File: config.mk
export PLATFORM = sky130hd
export DESIGN_NAME = wx_load_sequencer_flat
export DESIGN_NICKNAME = d
export VERILOG_FILES = /design/src/rtl/wx_load_sequencer_if.sv /design/src/rtl/wx_load_sequencer.sv /design/src/flat_wrapper.sv
export SDC_FILE = /design/constraint.sdc
export NUM_CORES = 1
export LEC_CHECK = 0
export ABC_AREA = 0
export BUFFER_PORTS_ARGS = -buffer_cell sky130_fd_sc_hd__buf_2
export CAP_MARGIN = 20
export CORE_ASPECT_RATIO = 0.8
export CORE_MARGIN = 3
export CORE_UTILIZATION = 41
export DETAILED_ROUTE_END_ITERATION = 7
export PLACE_DENSITY = 0.59
export SLEW_MARGIN = 20
export SYNTH_ARGS = -nofsm -noshare
export SYNTH_HDL_FRONTEND = slang
export SYNTH_SLANG_ARGS = --single-unit
File: constraint.sdc
create_clock -name clk -period 7.7 [get_ports clk]
set_input_delay 1.155 -clock clk [delete_from_list [all_inputs] [get_ports clk]]
set_output_delay 1.155 -clock clk [all_outputs]
set_load 0.01 [all_outputs]
File: src/rtl/wx_load_sequencer_if.sv
// Serial load stream: valid/ready handshake with one data beat per transfer.
// The sequencer is the slave side; the stream source is the master.
interface wx_load_sequencer_if #(
  parameter int DATA_LEN = 1
);
  logic                s_valid;
  logic [DATA_LEN-1:0] s_data;
  logic                s_ready;

  modport master (
    output s_valid,
    output s_data,
    input  s_ready
  );

  modport slave (
    input  s_valid,
    input  s_data,
    output s_ready
  );
endinterface

File: src/rtl/wx_load_sequencer.sv
// Streams weights and input image into the wx memories, then hands them
// to the compute datapath and waits for it to finish, under a watchdog.
module wx_load_sequencer #(
  parameter int NUM_WBANK  = 4,
  parameter int W_ADDR_LEN = 20,
  parameter int X_ADDR_LEN = 10,
  parameter int W_SEL_LEN  = 2,
  parameter int X_SEL_LEN  = 2,
  parameter int DATA_LEN   = 1,
  parameter int X_SEL_LOAD = 0,
  parameter int TIMEOUT    = 65535
) (
  input  logic                            clk,
  input  logic                            rst,
  input  logic                            start,
  input  logic [NUM_WBANK*W_ADDR_LEN-1:0] w_len,
  input  logic [X_ADDR_LEN-1:0]           x_len,
  wx_load_sequencer_if.slave              s,
  output logic                            w_wq_oc,
  output logic [W_ADDR_LEN-1:0]           w_addr_oc,
  output logic [W_SEL_LEN-1:0]            w_sel_oc,
  output logic                            x_wq_oc,
  output logic [X_ADDR_LEN-1:0]           x_addr_oc,
  output logic [X_SEL_LEN-1:0]            x_sel_oc,
  output logic [DATA_LEN-1:0]             wx_write_oc,
  output logic                            load_compute_ctrl,
  output logic                            en_compute,
  input  logic                            compute_finish,
  output logic                            busy,
  output logic                            done,
  output logic                            err
);

  localparam int LW = NUM_WBANK * W_ADDR_LEN;
  localparam int SW = W_SEL_LEN + 1;
  localparam logic [SW-1:0] NB = SW'(NUM_WBANK);
  localparam int WD = (TIMEOUT > 1) ? $clog2(TIMEOUT) : 1;
  localparam logic [WD-1:0] WD_LAST = WD'(TIMEOUT - 1);

  typedef enum logic [2:0] {
    S_IDLE,
    S_LOAD_W,
    S_LOAD_X,
    S_HANDOFF,
    S_COMPUTE,
    S_FIN
  } state_t;

  // First bank at or above `from` with a non-zero length, NB if none.
  function automatic logic [SW-1:0] first_nz(
    input logic [SW-1:0] from,
    input logic [LW-1:0] lens
  );
    logic [SW-1:0] r;
    r = NB;
    for (int k = NUM_WBANK - 1; k >= 0; k--) begin
      if (SW'(k) >= from &&
          lens[k*W_ADDR_LEN +: W_ADDR_LEN] != '0)
        r = SW'(k);
    end
    return r;
  endfunction

  function automatic logic [W_ADDR_LEN-1:0] len_of(
    input logic [SW-1:0] b,
    input logic [LW-1:0] lens
  );
    logic [W_ADDR_LEN-1:0] r;
    r = '0;
    for (int k = 0; k < NUM_WBANK; k++) begin
      if (SW'(k) == b)
        r = lens[k*W_ADDR_LEN +: W_ADDR_LEN];
    end
    return r;
  endfunction

  state_t r_state;
  state_t w_nxt;

  logic [LW-1:0]         r_wlen;
  logic [X_ADDR_LEN-1:0] r_xlen;
  logic [SW-1:0]         r_bank;
  logic [W_ADDR_LEN-1:0] r_addr;
  logic [X_ADDR_LEN-1:0] r_xaddr;
  logic [WD-1:0]         r_wd;

  logic                  r_s_ready;
  logic                  r_w_wq;
  logic [W_ADDR_LEN-1:0] r_w_addr;
  logic [W_SEL_LEN-1:0]  r_w_sel;
  logic                  r_x_wq;
  logic [X_ADDR_LEN-1:0] r_x_addr;
  logic [X_SEL_LEN-1:0]  r_x_sel;
  logic [DATA_LEN-1:0]   r_wdata;
  logic                  r_lcc;
  logic                  r_en;
  logic                  r_busy;
  logic                  r_done;
  logic                  r_err;

  logic                  w_acc;
  logic [W_ADDR_LEN-1:0] w_cur_len;
  logic                  w_w_last;
  logic                  w_x_last;
  logic [SW-1:0]         w_nb0;
  logic [SW-1:0]         w_nbn;
  logic                  w_wd_hit;
  logic                  w_go;

  logic                  w_d_s_ready;
  logic                  w_d_w_wq;
  logic                  w_d_x_wq;
  logic                  w_d_lcc;
  logic                  w_d_en;
  logic                  w_d_busy;
  logic                  w_d_done;
  logic                  w_d_err;

  assign w_acc     = s.s_valid & r_s_ready;
  assign w_cur_len = len_of(r_bank, r_wlen);
  assign w_w_last  = r_addr == w_cur_len - W_ADDR_LEN'(1);
  assign w_x_last  = r_xaddr == r_xlen - X_ADDR_LEN'(1);
  assign w_nb0     = first_nz('0, w_len);
  assign w_nbn     = first_nz(r_bank + SW'(1), r_wlen);
  assign w_wd_hit  = (TIMEOUT != 0) && (r_wd == WD_LAST);
  // compute_finish only counts once en_compute is actually up
  assign w_go      = r_en && (compute_finish || w_wd_hit);

  always_ff @(posedge clk or posedge rst) begin
    if (rst) r_state <= S_IDLE;
    else     r_state <= w_nxt;
  end

  always_comb begin
    w_nxt = r_state;
    unique case (r_state)
      S_IDLE: begin
        if (start) begin
          if (w_nb0 != NB)      w_nxt = S_LOAD_W;
          else if (x_len != '0) w_nxt = S_LOAD_X;
          else                  w_nxt = S_HANDOFF;
        end
      end
      S_LOAD_W: begin
        if (w_acc && w_w_last && w_nbn == NB)
          w_nxt = (r_xlen != '0) ? S_LOAD_X : S_HANDOFF;
      end
      S_LOAD_X: begin
        if (w_acc && w_x_last) w_nxt = S_HANDOFF;
      end
      S_HANDOFF: w_nxt = S_COMPUTE;
      S_COMPUTE: begin
        if (w_go) w_nxt = S_FIN;
      end
      S_FIN:   w_nxt = S_IDLE;
      default: w_nxt = S_IDLE;
    endcase
  end

  always_comb begin
    w_d_s_ready = (w_nxt == S_LOAD_W) || (w_nxt == S_LOAD_X);
    w_d_w_wq    = (r_state == S_LOAD_W) && w_acc;
    w_d_x_wq    = (r_state == S_LOAD_X) && w_acc;
    w_d_busy    = w_nxt != S_IDLE;
    w_d_done    = (r_state == S_COMPUTE) && w_go;
    w_d_lcc     = r_lcc;
    w_d_en      = r_en;
    w_d_err     = r_err;
    unique case (r_state)
      S_IDLE: begin
        if (start) w_d_err = 1'b0;
      end
      S_HANDOFF: w_d_lcc = 1'b0;
      S_COMPUTE: begin
        if (!r_en) begin
          w_d_en = 1'b1;
        end else if (w_go) begin
          w_d_en  = 1'b0;
          w_d_lcc = 1'b1;
          if (!compute_finish) w_d_err = 1'b1;
        end
      end
      S_FIN: begin
        w_d_en  = 1'b0;
        w_d_lcc = 1'b1;
      end
      default: ;
    endcase
  end

  always_ff @(posedge clk or posedge rst) begin
    if (rst) begin
      r_wlen    <= '0;
      r_xlen    <= '0;
      r_bank    <= '0;
      r_addr    <= '0;
      r_xaddr   <= '0;
      r_wd      <= '0;
      r_s_ready <= 1'b0;
      r_w_wq    <= 1'b0;
      r_w_addr  <= '0;
      r_w_sel   <= '0;
      r_x_wq    <= 1'b0;
      r_x_addr  <= '0;
      r_x_sel   <= '0;
      r_wdata   <= '0;
      r_lcc     <= 1'b1;
      r_en      <= 1'b0;
      r_busy    <= 1'b0;
      r_done    <= 1'b0;
      r_err     <= 1'b0;
    end else begin
      r_s_ready <= w_d_s_ready;
      r_w_wq    <= w_d_w_wq;
      r_x_wq    <= w_d_x_wq;
      r_lcc     <= w_d_lcc;
      r_en      <= w_d_en;
      r_busy    <= w_d_busy;
      r_done    <= w_d_done;
      r_err     <= w_d_err;

      if (r_state == S_IDLE && start) begin
        r_wlen  <= w_len;
        r_xlen  <= x_len;
        r_bank  <= w_nb0;
        r_addr  <= '0;
        r_xaddr <= '0;
      end

      // Empty banks are stepped over in the same cycle as the last beat
      if (w_d_w_wq) begin
        r_w_addr <= r_addr;
        r_w_sel  <= r_bank[W_SEL_LEN-1:0];
        r_wdata  <= s.s_data;
        if (w_w_last) begin
          r_addr <= '0;
          r_bank <= w_nbn;
        end else begin
          r_addr <= r_addr + W_ADDR_LEN'(1);
        end
      end

      if (w_d_x_wq) begin
        r_x_addr <= r_xaddr;
        r_x_sel  <= X_SEL_LEN'(X_SEL_LOAD);
        r_wdata  <= s.s_data;
        r_xaddr  <= w_x_last ? '0 : r_xaddr + X_ADDR_LEN'(1);
      end

      if (r_state == S_COMPUTE && r_en) r_wd <= r_wd + WD'(1);
      else                              r_wd <= '0;
    end
  end

  assign s.s_ready         = r_s_ready;
  assign w_wq_oc           = r_w_wq;
  assign w_addr_oc         = r_w_addr;
  assign w_sel_oc          = r_w_sel;
  assign x_wq_oc           = r_x_wq;
  assign x_addr_oc         = r_x_addr;
  assign x_sel_oc          = r_x_sel;
  assign wx_write_oc       = r_wdata;
  assign load_compute_ctrl = r_lcc;
  assign en_compute        = r_en;
  assign busy              = r_busy;
  assign done              = r_done;
  assign err               = r_err;

endmodule

File: src/flat_wrapper.sv
// flat-port wrapper written by rule: the top's interface ports become plain ports
module wx_load_sequencer_flat 
#(
  parameter int NUM_WBANK  = 4,
  parameter int W_ADDR_LEN = 20,
  parameter int X_ADDR_LEN = 10,
  parameter int W_SEL_LEN  = 2,
  parameter int X_SEL_LEN  = 2,
  parameter int DATA_LEN   = 1,
  parameter int X_SEL_LOAD = 0,
  parameter int TIMEOUT    = 65535
)
  (clk, rst, start, w_len, x_len, w_wq_oc, w_addr_oc, w_sel_oc, x_wq_oc, x_addr_oc, x_sel_oc, wx_write_oc, load_compute_ctrl, en_compute, compute_finish, busy, done, err, s_s_valid, s_s_data, s_s_ready);
  wx_load_sequencer_if #(.DATA_LEN(DATA_LEN)) s_i ();
  input  logic clk;
  input  logic rst;
  input  logic start;
  input  logic [NUM_WBANK*W_ADDR_LEN-1:0] w_len;
  input  logic [X_ADDR_LEN-1:0] x_len;
  output logic w_wq_oc;
  output logic [W_ADDR_LEN-1:0] w_addr_oc;
  output logic [W_SEL_LEN-1:0] w_sel_oc;
  output logic x_wq_oc;
  output logic [X_ADDR_LEN-1:0] x_addr_oc;
  output logic [X_SEL_LEN-1:0] x_sel_oc;
  output logic [DATA_LEN-1:0] wx_write_oc;
  output logic load_compute_ctrl;
  output logic en_compute;
  input  logic compute_finish;
  output logic busy;
  output logic done;
  output logic err;
  input wire logic [$bits(s_i.s_valid)-1:0] s_s_valid;
  input wire logic [$bits(s_i.s_data)-1:0] s_s_data;
  output wire logic [$bits(s_i.s_ready)-1:0] s_s_ready;
  assign s_i.s_valid = s_s_valid;
  assign s_i.s_data = s_s_data;
  assign s_s_ready = s_i.s_ready;
  wx_load_sequencer #(.NUM_WBANK(NUM_WBANK), .W_ADDR_LEN(W_ADDR_LEN), .X_ADDR_LEN(X_ADDR_LEN), .W_SEL_LEN(W_SEL_LEN), .X_SEL_LEN(X_SEL_LEN), .DATA_LEN(DATA_LEN), .X_SEL_LOAD(X_SEL_LOAD), .TIMEOUT(TIMEOUT)) u_core (.clk(clk), .rst(rst), .start(start), .w_len(w_len), .x_len(x_len), .s(s_i), .w_wq_oc(w_wq_oc), .w_addr_oc(w_addr_oc), .w_sel_oc(w_sel_oc), .x_wq_oc(x_wq_oc), .x_addr_oc(x_addr_oc), .x_sel_oc(x_sel_oc), .wx_write_oc(wx_write_oc), .load_compute_ctrl(load_compute_ctrl), .en_compute(en_compute), .compute_finish(compute_finish), .busy(busy), .done(done), .err(err));
endmodule
After elaboration in Yosys (flattened, before gate mapping)
Index checks and enable logic that the tools add are counted.

operators by class
  $add $sub $neg = 6
  multipliers = 0
  div/mod/pow operators = 0
  order comparisons = 4
  eq/ne operators = 19
  shift operators = 0
  muxes and demuxes = 43
  bitwise gates (word level) = 1
  reductions and logical operators = 36

operator list
  cell                     count
  $reduce_bool A20 Y1      8
  $mux W20                 7
  $mux W3                  16
  $mux W10                 3
  $add A20 B1 Y20 const B  1
  $eq A20 B20 Y1           1
  $reduce_bool A10 Y1      2
  $sub A20 B1 Y20 const B  1
  $add A16 B1 Y16 const B  1
  $eq A16 B16 Y1 const B   1
  $mux W16                 1
  $pmux W3 S5              1
  $logic_and A1 B1 Y1      13
  $mux W1                  12
  $add A10 B1 Y10 const B  1
  $eq A10 B10 Y1           1
  $reduce_bool A2 Y1       5
  $sub A10 B1 Y10 const B  1
  $eq A3 B2 Y1 const B     3
  $eq A3 B3 Y1 const B     3
  $eq A2 B3 Y1 const A     2
  $eq A3 B1 Y1 const B     2
  $ge A1 B3 Y1 const A     2
  $ge A2 B3 Y1 const A     2
  other kinds (13)         19

word-level totals
  flip-flop bits (word level) = 183
  latch bits = 0
  memory bits (writable) = 0
  ROM bits = 0
  input bits = 96
  output and inout port bits = 43
  memories kept = 0

Depth between registers and ports, before layout
Gate-level depths: netlist of the first run.

  depth after elaboration = 13
  depth in mapped cells = 19
  gate-level depth less buffers = 14

Worst setup path before layout of the first run
Ideal clock, no wire load.

  path type = flip-flop to flip-flop
  start point = register u_core.r_bank[0]
  end point = register u_core.r_addr[19]
  library setup time = 124 ps
  arrival = 4372 ps
  required time = 7576 ps
  slack = 3204 ps
  cell stages (with the launch flop) = 19
  buffers on the path = 6
  clock period less this slack = 4496 ps
  cells stage by stage = dfrtp_1 ha_1 ha_1 buf_2 buf_2 buf_1 a21oi_1 ha_1 clkbuf_1 and3_1 clkbuf_1 nand3_1 or3_1 o31a_1 or4_4 nor4_4 buf_6 nor3b_1 o31a_1

between the ends
  cells in the longest elaborated chain, start to end = 9
  elaborated cells between the ends (all ways) = 12
  those cells by class = 1 x add/sub; 4 x eq/ne; 6 x mux; 1 x reduce/logical

ends and longest elaborated chain
  item                      line                      source
  start: declaration        wx_load_sequencer.sv:82   logic [SW-1:0] r_bank;
  start signal: assignment  wx_load_sequencer.sv:225  r_bank <= w_nb0;
  start signal: assignment  wx_load_sequencer.sv:237  r_bank <= w_nbn;
  $logic_not A3 Y1          wx_load_sequencer.sv:71   if (SW'(k) == b)
  $mux W20 (3 in a row)     wx_load_sequencer.sv:71
  $mux W20 *                wx_load_sequencer.sv:71
  $sub A20 B1 Y20 *         wx_load_sequencer.sv:121  assign w_w_last = r_addr == w_cur_len - W_ADDR_LEN'(1);
  $eq A20 B20 Y1 *          wx_load_sequencer.sv:121
  $mux W20 *                wx_load_sequencer.sv:235  if (w_w_last) begin
  $mux W20 *                wx_load_sequencer.sv:231  if (w_d_w_wq) begin
  end signal: assignment    wx_load_sequencer.sv:239  r_addr <= r_addr + W_ADDR_LEN'(1);
  end: declaration          wx_load_sequencer.sv:83   logic [W_ADDR_LEN-1:0] r_addr;

Every way passes the cells marked *; elsewhere a longest branch is shown, timed or not.
A chain may end at the register's enable or synchronous reset.

Final worst setup path of the first run
Same ends and word-level chain as after synthesis.

==> flow_summary.yaml, run 1 <==
yosys:
  ys_ff_latch: 183
  yosys_warnings: 0
  ys_seq_area_share_pct: 44.7
  syn_inst: 1197
  synth-edff-count: 0
  syn_area_sq_um: 10200
  synthFlopType: "dfrtp_1"
  async_reset_ff_share_pct: 100
  synth.distinct_cells: 81
  synth_area_per_cell_sq_um: 8.56
setup_path:
  r2r_slack_ns: 2.24
  end_kind: "flop"
  regToRegEndpoint: "u_core.r_addr[19]"
  cpMaxStageDelayCell: "nor4_4"
  crit_type: "reg2reg"
  startpoint: "u_core.r_bank[0]"
  rr_worst_depth: 16
  critPathRequiredTime_ns: 8.03
  crit_buf_inv: 2
  crit_family: "simple AND/OR/NAND/NOR gates"
  cp_common_cell: "ha_1"
  crit_arrival_ns: 5.79
  startpoint_type: "flop"
  rr_startpoint: "u_core.r_bank[0]"
  worstPathCellList: "ha_1 -> ha_1 -> buf_4 -> or2_1 -> a221oi_1 -> a21oi_1 -> ha_1 -> and3_1 -> nand3_1 -> or3_1 -> o31a_1 -> or4_4 -> nor4_4 -> buf_4 -> nor3b_1 -> o31a_1"
  slowest_delay_ns: 0.82
  path_max_fanout: 33
placement:
  gp_congestion: 0.906
  hpwl_mm: 20.9
  io_buffers: 136
  dp_cells: 1593
sta:
  max_clock_freq_mhz: 183
  skew_ns: 0.0164
  worst_slew_pin_slew_ns: 1.08
  setup_viol: 0
  hold_viol: 0
  grt_setup_unrepaired: "false"
  maxSlewHeadroom_pct: 27.6
  slew_violations: 0
  post-route-period-util_pct: 70.9
  tns_ns: 0
  fin_crit_ns: 5.46
clocking:
  cts_tree: "done"
  postCtsHoldBufs: 0
  cts_root_buffer: "clkbuf_16"
  cts_buffers: 17
  cts_sinks: 183
  clkTransAtPathRegs_ns: 0.07
  htree_levels: 4
  cts_resized: 0
  cts_setup_buffers: 0
  cts_max_path_buffers: 2
  clk_latency_ns: 0.45
floorplanning:
  fp-row-count: 51
  io_pins: 139
  die_h_um: 147
  die_w_um: 183
  die-area_sq_um: 26900
  core_sq_um: 24400
  start_util_pct: 41.9
layout:
  nNetsFinal: 1403
  drive_gt1_share_pct: 16.4
  num-fill-cells: 2444
  syn_to_final_growth_pct: 14.2
  stdcell_count: 1627
routing:
  dr.pass1.iters: 5
  dr.first_iter.drc_count: 725
  wl_per_cell_um: 17.5
  vias: 8981
  wirelength_mm: 28.4
  ant_nets: 0
  drc: 0
  vias_per_cell: 5.52
power_and_ir_drop:
  power.leakage_nw: 5.49
  max-vdd-ir-drop_v: 0.000185
  power.density_nw_per_um2: 337
min_path:
  hp-start: "u_core.w_addr_oc[1]"
  hp-class: "reg2reg"
  holdPathStages: 2
  holdPathEnd: "u_core.w_addr_oc[1]"
status:
  status: "finished, final reports clean"
global_routing:
  antenna_found_initial: 4
  grt_first_pass_wirelength_mm: 45.6
  grt.overflow.total: 0
  grt_pass1_vias: 8384
  grt_max_degree: 111
  grt_use_total_pct: 21.3
job:
  maxCapViolCount: 0
report_power, final:
group / switching (W) / internal, W / total (W)
Clock: 0.000445 / 0.000472 / 0.000916
Combinational: 0.000879 / 0.000596 / 0.00148
Sequential: 0.000317 / 0.00123 / 0.00155
synthesized netlist by cell type, types with 8 or more instances:
library cell / number / area, sq um
nand2_1: 368 / 1380
dfrtp_1: 182 / 4550
nor4_1: 50 / 313
o21ai_0: 50 / 250
clkbuf_1: 45 / 169
nor2_1: 41 / 154
a21oi_1: 37 / 185
nand3_1: 35 / 175
xnor2_1: 31 / 272
inv_1: 29 / 109
xor2_1: 21 / 184
and3_1: 17 / 106
nand2b_1: 15 / 93.8
nand3b_1: 14 / 105
ha_1: 13 / 163
nor3b_1: 13 / 97.6
o21a_1: 13 / 97.6
nand4_1: 12 / 75.1
mux2_2: 11 / 124
o311ai_1: 11 / 96.3
buf_2: 10 / 50.1
nor3_1: 10 / 50.1
or3_1: 9 / 56.3
and4_1: 8 / 70.1
mux2i_1: 8 / 80.1
o31ai_1: 8 / 60.1
tightest hold or removal path, stage by stage, from the launching register on:
cell     delay [ns]
dfrtp_1        0.34
nand2_1        0.05
nand2_1        0.05
kinds of logic (layout without fill, tap and decap cells):
family | after synthesis | in the layout | synth area share, %
simple gates | 628 | 628 | 28.9
compound gates | 202 | 202 | 13.9
flops | 183 | 183 | 44.7
buf+inv | 99 | 208 | 4.38
xor+xnor | 52 | 52 | 4.44
mux | 19 | 19 | 1.99
fa+ha+maj | 13 | 13 | 1.59
other cells | 1 | 4 | 0.0366
state kept, by name, indices dropped and copies added, names as in the netlist, 3 cells and up:
register,cells
u_core.r_addr,20
u_core.r_bank,3
u_core.r_state,3
u_core.r_wd,16
u_core.r_wlen,80
u_core.r_xaddr,10
u_core.r_xlen,10
u_core.w_addr_oc,20
u_core.x_addr_oc,10
how the worst max path moves through the flow:
stage / endpoint / cells after the start
2_1_floorplan: u_core.busy / 1
3_3_place_gp: u_core.r_addr[19] / 16
3_5_place_dp: u_core.r_addr[19] / 16
4_1_cts: u_core.r_addr[19] / 16
5_1_grt: u_core.r_addr[19] / 16
6_report: u_core.r_addr[19] / 16
cell usage in the layout (no fill, tap or decap), types with 8 or more instances in the layout:
master     netlist  layout
a21oi_1         37      37
and3_1          17      16
and4_1           8       8
buf_2           10     136
buf_4            3      11
clkbuf_16        0      17
dfrtp_1        182     182
ha_1            13      13
inv_1           29      28
mux2_2          11      11
mux2i_1          8       8
nand2_1        368     368
nand2b_1        15      15
nand3_1         35      34
nand3b_1        14      14
nand4_1         12      12
nor2_1          41      41
nor3_1          10      10
nor3b_1         13      13
nor4_1          50      50
o21a_1          13      13
o21ai_0         50      50
o311ai_1        11      11
o31ai_1          8       8
or3_1            9       9
xnor2_1         31      31
xor2_1          21      21
area by class of cell:
cell class / count / area [sq um] / area share, %
multi-input cells: 916 / 5230 / 44.7
flip-flops and latches: 183 / 4580 / 39.1
repair buffers: 147 / 763 / 6.52
clock buffers: 17 / 425 / 3.63
well taps: 318 / 398 / 3.40
clock inverters: 15 / 190 / 1.62
inverters: 29 / 114 / 0.973
diodes: 2 / 5.00 / 0.0427
layer usage:
layer  up-vias  routed length, um  track usage, %
met4         6                515            6.05
met1      4321              14000            31.8
met5         -                 44               0
li1       4371                  -               -
met3        42               1770            4.87
met2       241              12100            31.0
stage by stage:
stage	setup WS, ns	hold WS, ns	util, %	cell area (sq um)	total power [W]
after global routing	1.80	0.498	47.9	11700	0.00422
after detailed placement	2.33	0.458	45.4	11100	0.00301
after CTS	2.32	0.476	47.9	11700	0.00394
after global placement	2.40	0.460	45.4	11100	0.00299
after floorplan	1.57	0.460	-	10300	0.00259
final	2.24	0.471	47.9	11700	0.00394
Power figures use the tool's default switching activity.
==> run 2: changes to the inputs <==
PLACE_DENSITY = 0.61   (was 0.59)
clock period = 4.5 ns   (was 7.7 ns; I/O delays follow)
==> flow_summary.yaml, run 2 (same netlist as run 1, synthesis figures left out) <==
routing:
  vias: 9022
  wl_per_cell_um: 17.5
  dr.first_iter.drc_count: 752
  wirelength_mm: 28.6
  ant_nets: 0
  vias_per_cell: 5.52
  drc: 0
  dr.pass1.iters: 5
layout:
  largest_register: "u_core.r_wlen"
  fin_area_sq_um: 11800
  mostFrequentLayoutCell: "nand2_1"
  largest_reg_flops: 80
  final_cell_mix: "nand2_1, dfrtp_1, buf_2"
  syn_to_final_growth_pct: 14.9
  nNetsFinal: 1411
  drive_gt1_share_pct: 17.0
global_routing:
  grt_max_degree: 127
  grt_pass1_vias: 8611
  grt_first_pass_wirelength_mm: 46.6
  grt_use_total_pct: 21.6
  grt.overflow.total: 0
  antenna_found_initial: 2
clocking:
  cts_tree: "done"
  cts_sinks: 183
  htree_levels: 4
  cts_buffers: 17
  postCtsHoldBufs: 0
  clk_latency_ns: 0.45
  cts_root_buffer: "clkbuf_16"
  clkTransAtPathRegs_ns: 0.07
  cts_max_path_buffers: 2
setup_path:
  critPathRequiredTime_ns: 4.83
  path_max_fanout: 36
  startpoint_type: "flop"
  startpoint: "u_core.r_bank[0]"
  end_kind: "flop"
  r2r_slack_ns: 0.27
  rr_worst_depth: 16
  crit_type: "reg2reg"
  regToRegEndpoint: "u_core.r_addr[18]"
  rr_startpoint: "u_core.r_bank[0]"
  crit_arrival_ns: 4.56
placement:
  io_buffers: 136
  hpwl_mm: 21.3
  gp_congestion: 0.885
  placed_area_sq_um: 11200
power_and_ir_drop:
  p_sw_w: 0.00277
  switching_share_pct: 41.2
  sequentialPowerShare_pct: 39.5
  power.density_nw_per_um2: 571
  internal_power_w: 0.00395
  power_frac_comb_pct: 38.0
  power.leakage_nw: 5.52
  clkPwrFrac_pct: 22.5
  max-vdd-ir-drop_v: 0.000315
job:
  maxCapViolCount: 0
sta:
  max_clock_freq_mhz: 236
  fin_crit_ns: 4.23
  maxSlewHeadroom_pct: 47.5
  setup_viol: 0
  hold_viol: 0
  post-route-period-util_pct: 94.0
  slew_violations: 0
  grt_setup_unrepaired: "false"
  skew_ns: 0.0128
  tns_ns: 0
  worst_slew_pin_slew_ns: 0.787
floorplanning:
  io_pins: 139
  die-area_sq_um: 26900
  core_sq_um: 24400
  die_h_um: 147
  die_w_um: 183
  fp-row-count: 51
  start_util_pct: 41.9
status:
  status: "finished, final reports clean"
min_path:
  hp-class: "in2async"
## run 2: cell count changes in the layout (fill, tap and decap cells not counted), moves of 2 or more
cell | previous run | this run
buf_12 | 0 | 3
buf_4 | 11 | 16
clkinv_2 | 0 | 2
clkinv_8 | 3 | 1
clkinvlp_4 | 0 | 3
inv_6 | 7 | 5
## run 2: power groups by stage
stage	Clock (W)	Combinational (W)	Sequential, W
after floorplan	0	0.00198	0.00245
after global placement	0	0.00250	0.00267
after detailed placement	0	0.00254	0.00267
after CTS	0.00155	0.00255	0.00264
after global routing	0.00161	0.00289	0.00271
final	0.00151	0.00255	0.00266
## run 2: through the flow
stage	hold slack, ns	instances	total power [W]	setup slack (ns)	utilization [%]
finish	0.154	1634	0.00672	0.270	48.2
global route	0.155	1634	0.00721	0.0235	48.2
CTS	0.143	1633	0.00674	0.281	48.2
detailed placement	0.461	1601	0.00520	0.282	45.8
global placement	0.457	1601	0.00517	0.350	45.8
floorplan	0.460	1198	0.00443	0.00405	-
## run 2: how the worst max path moves through the flow
| stage | cells past startpoint | slack, ns | to |
|---|---|---|---|
| floorplan | 18 | 0.004 | u_core.r_addr[19] |
| global placement | 16 | 0.35 | u_core.r_addr[18] |
| detailed placement | 16 | 0.28 | u_core.r_addr[18] |
| CTS | 16 | 0.28 | u_core.r_addr[18] |
| global route | 16 | 0.02 | u_core.r_addr[18] |
| finish | 16 | 0.27 | u_core.r_addr[18] |
## run 2: final cells by class
cell class                      count  area (sq um)
Antenna cell                        1          2.50
Clock buffer                       17           425
Clock inverter                     15           160
Fill cell                        2439         12700
Inverter                           29           113
Multi-Input combinational cell    916          5230
Sequential cell                   183          4580
Tap cell                          318           398
Timing Repair Buffer              155           861
## run 2: worst max-delay path, cell delays in order, from the launching register on
cell,delay (ns)
dfrtp_1,0.43
inv_1,0.14
ha_1,0.33
buf_12,0.23
a21oi_1,0.06
a221oi_1,0.50
nor2_1,0.11
ha_1,0.21
buf_4,0.17
xnor2_1,0.13
a32o_1,0.28
nor3_1,0.34
nand4_1,0.20
nor4_4,0.34
buf_12,0.24
nor2_2,0.08
a221o_1,0.34
## run 2: timing repair
action                                  CTS  global route
endpoints found under the setup margin    0             3
resized for setup                         0             1
buffers inserted                          0             0
## run 2: metal layers
metal / up-vias / global-route usage [%] / routed length, um
met4: 2 / 4.68 / 282
met2: 245 / 31.6 / 12400
met3: 24 / 4.06 / 1650
met1: 4371 / 33.4 / 14300
met5: - / 0 / 7
li1: 4380 / - / -
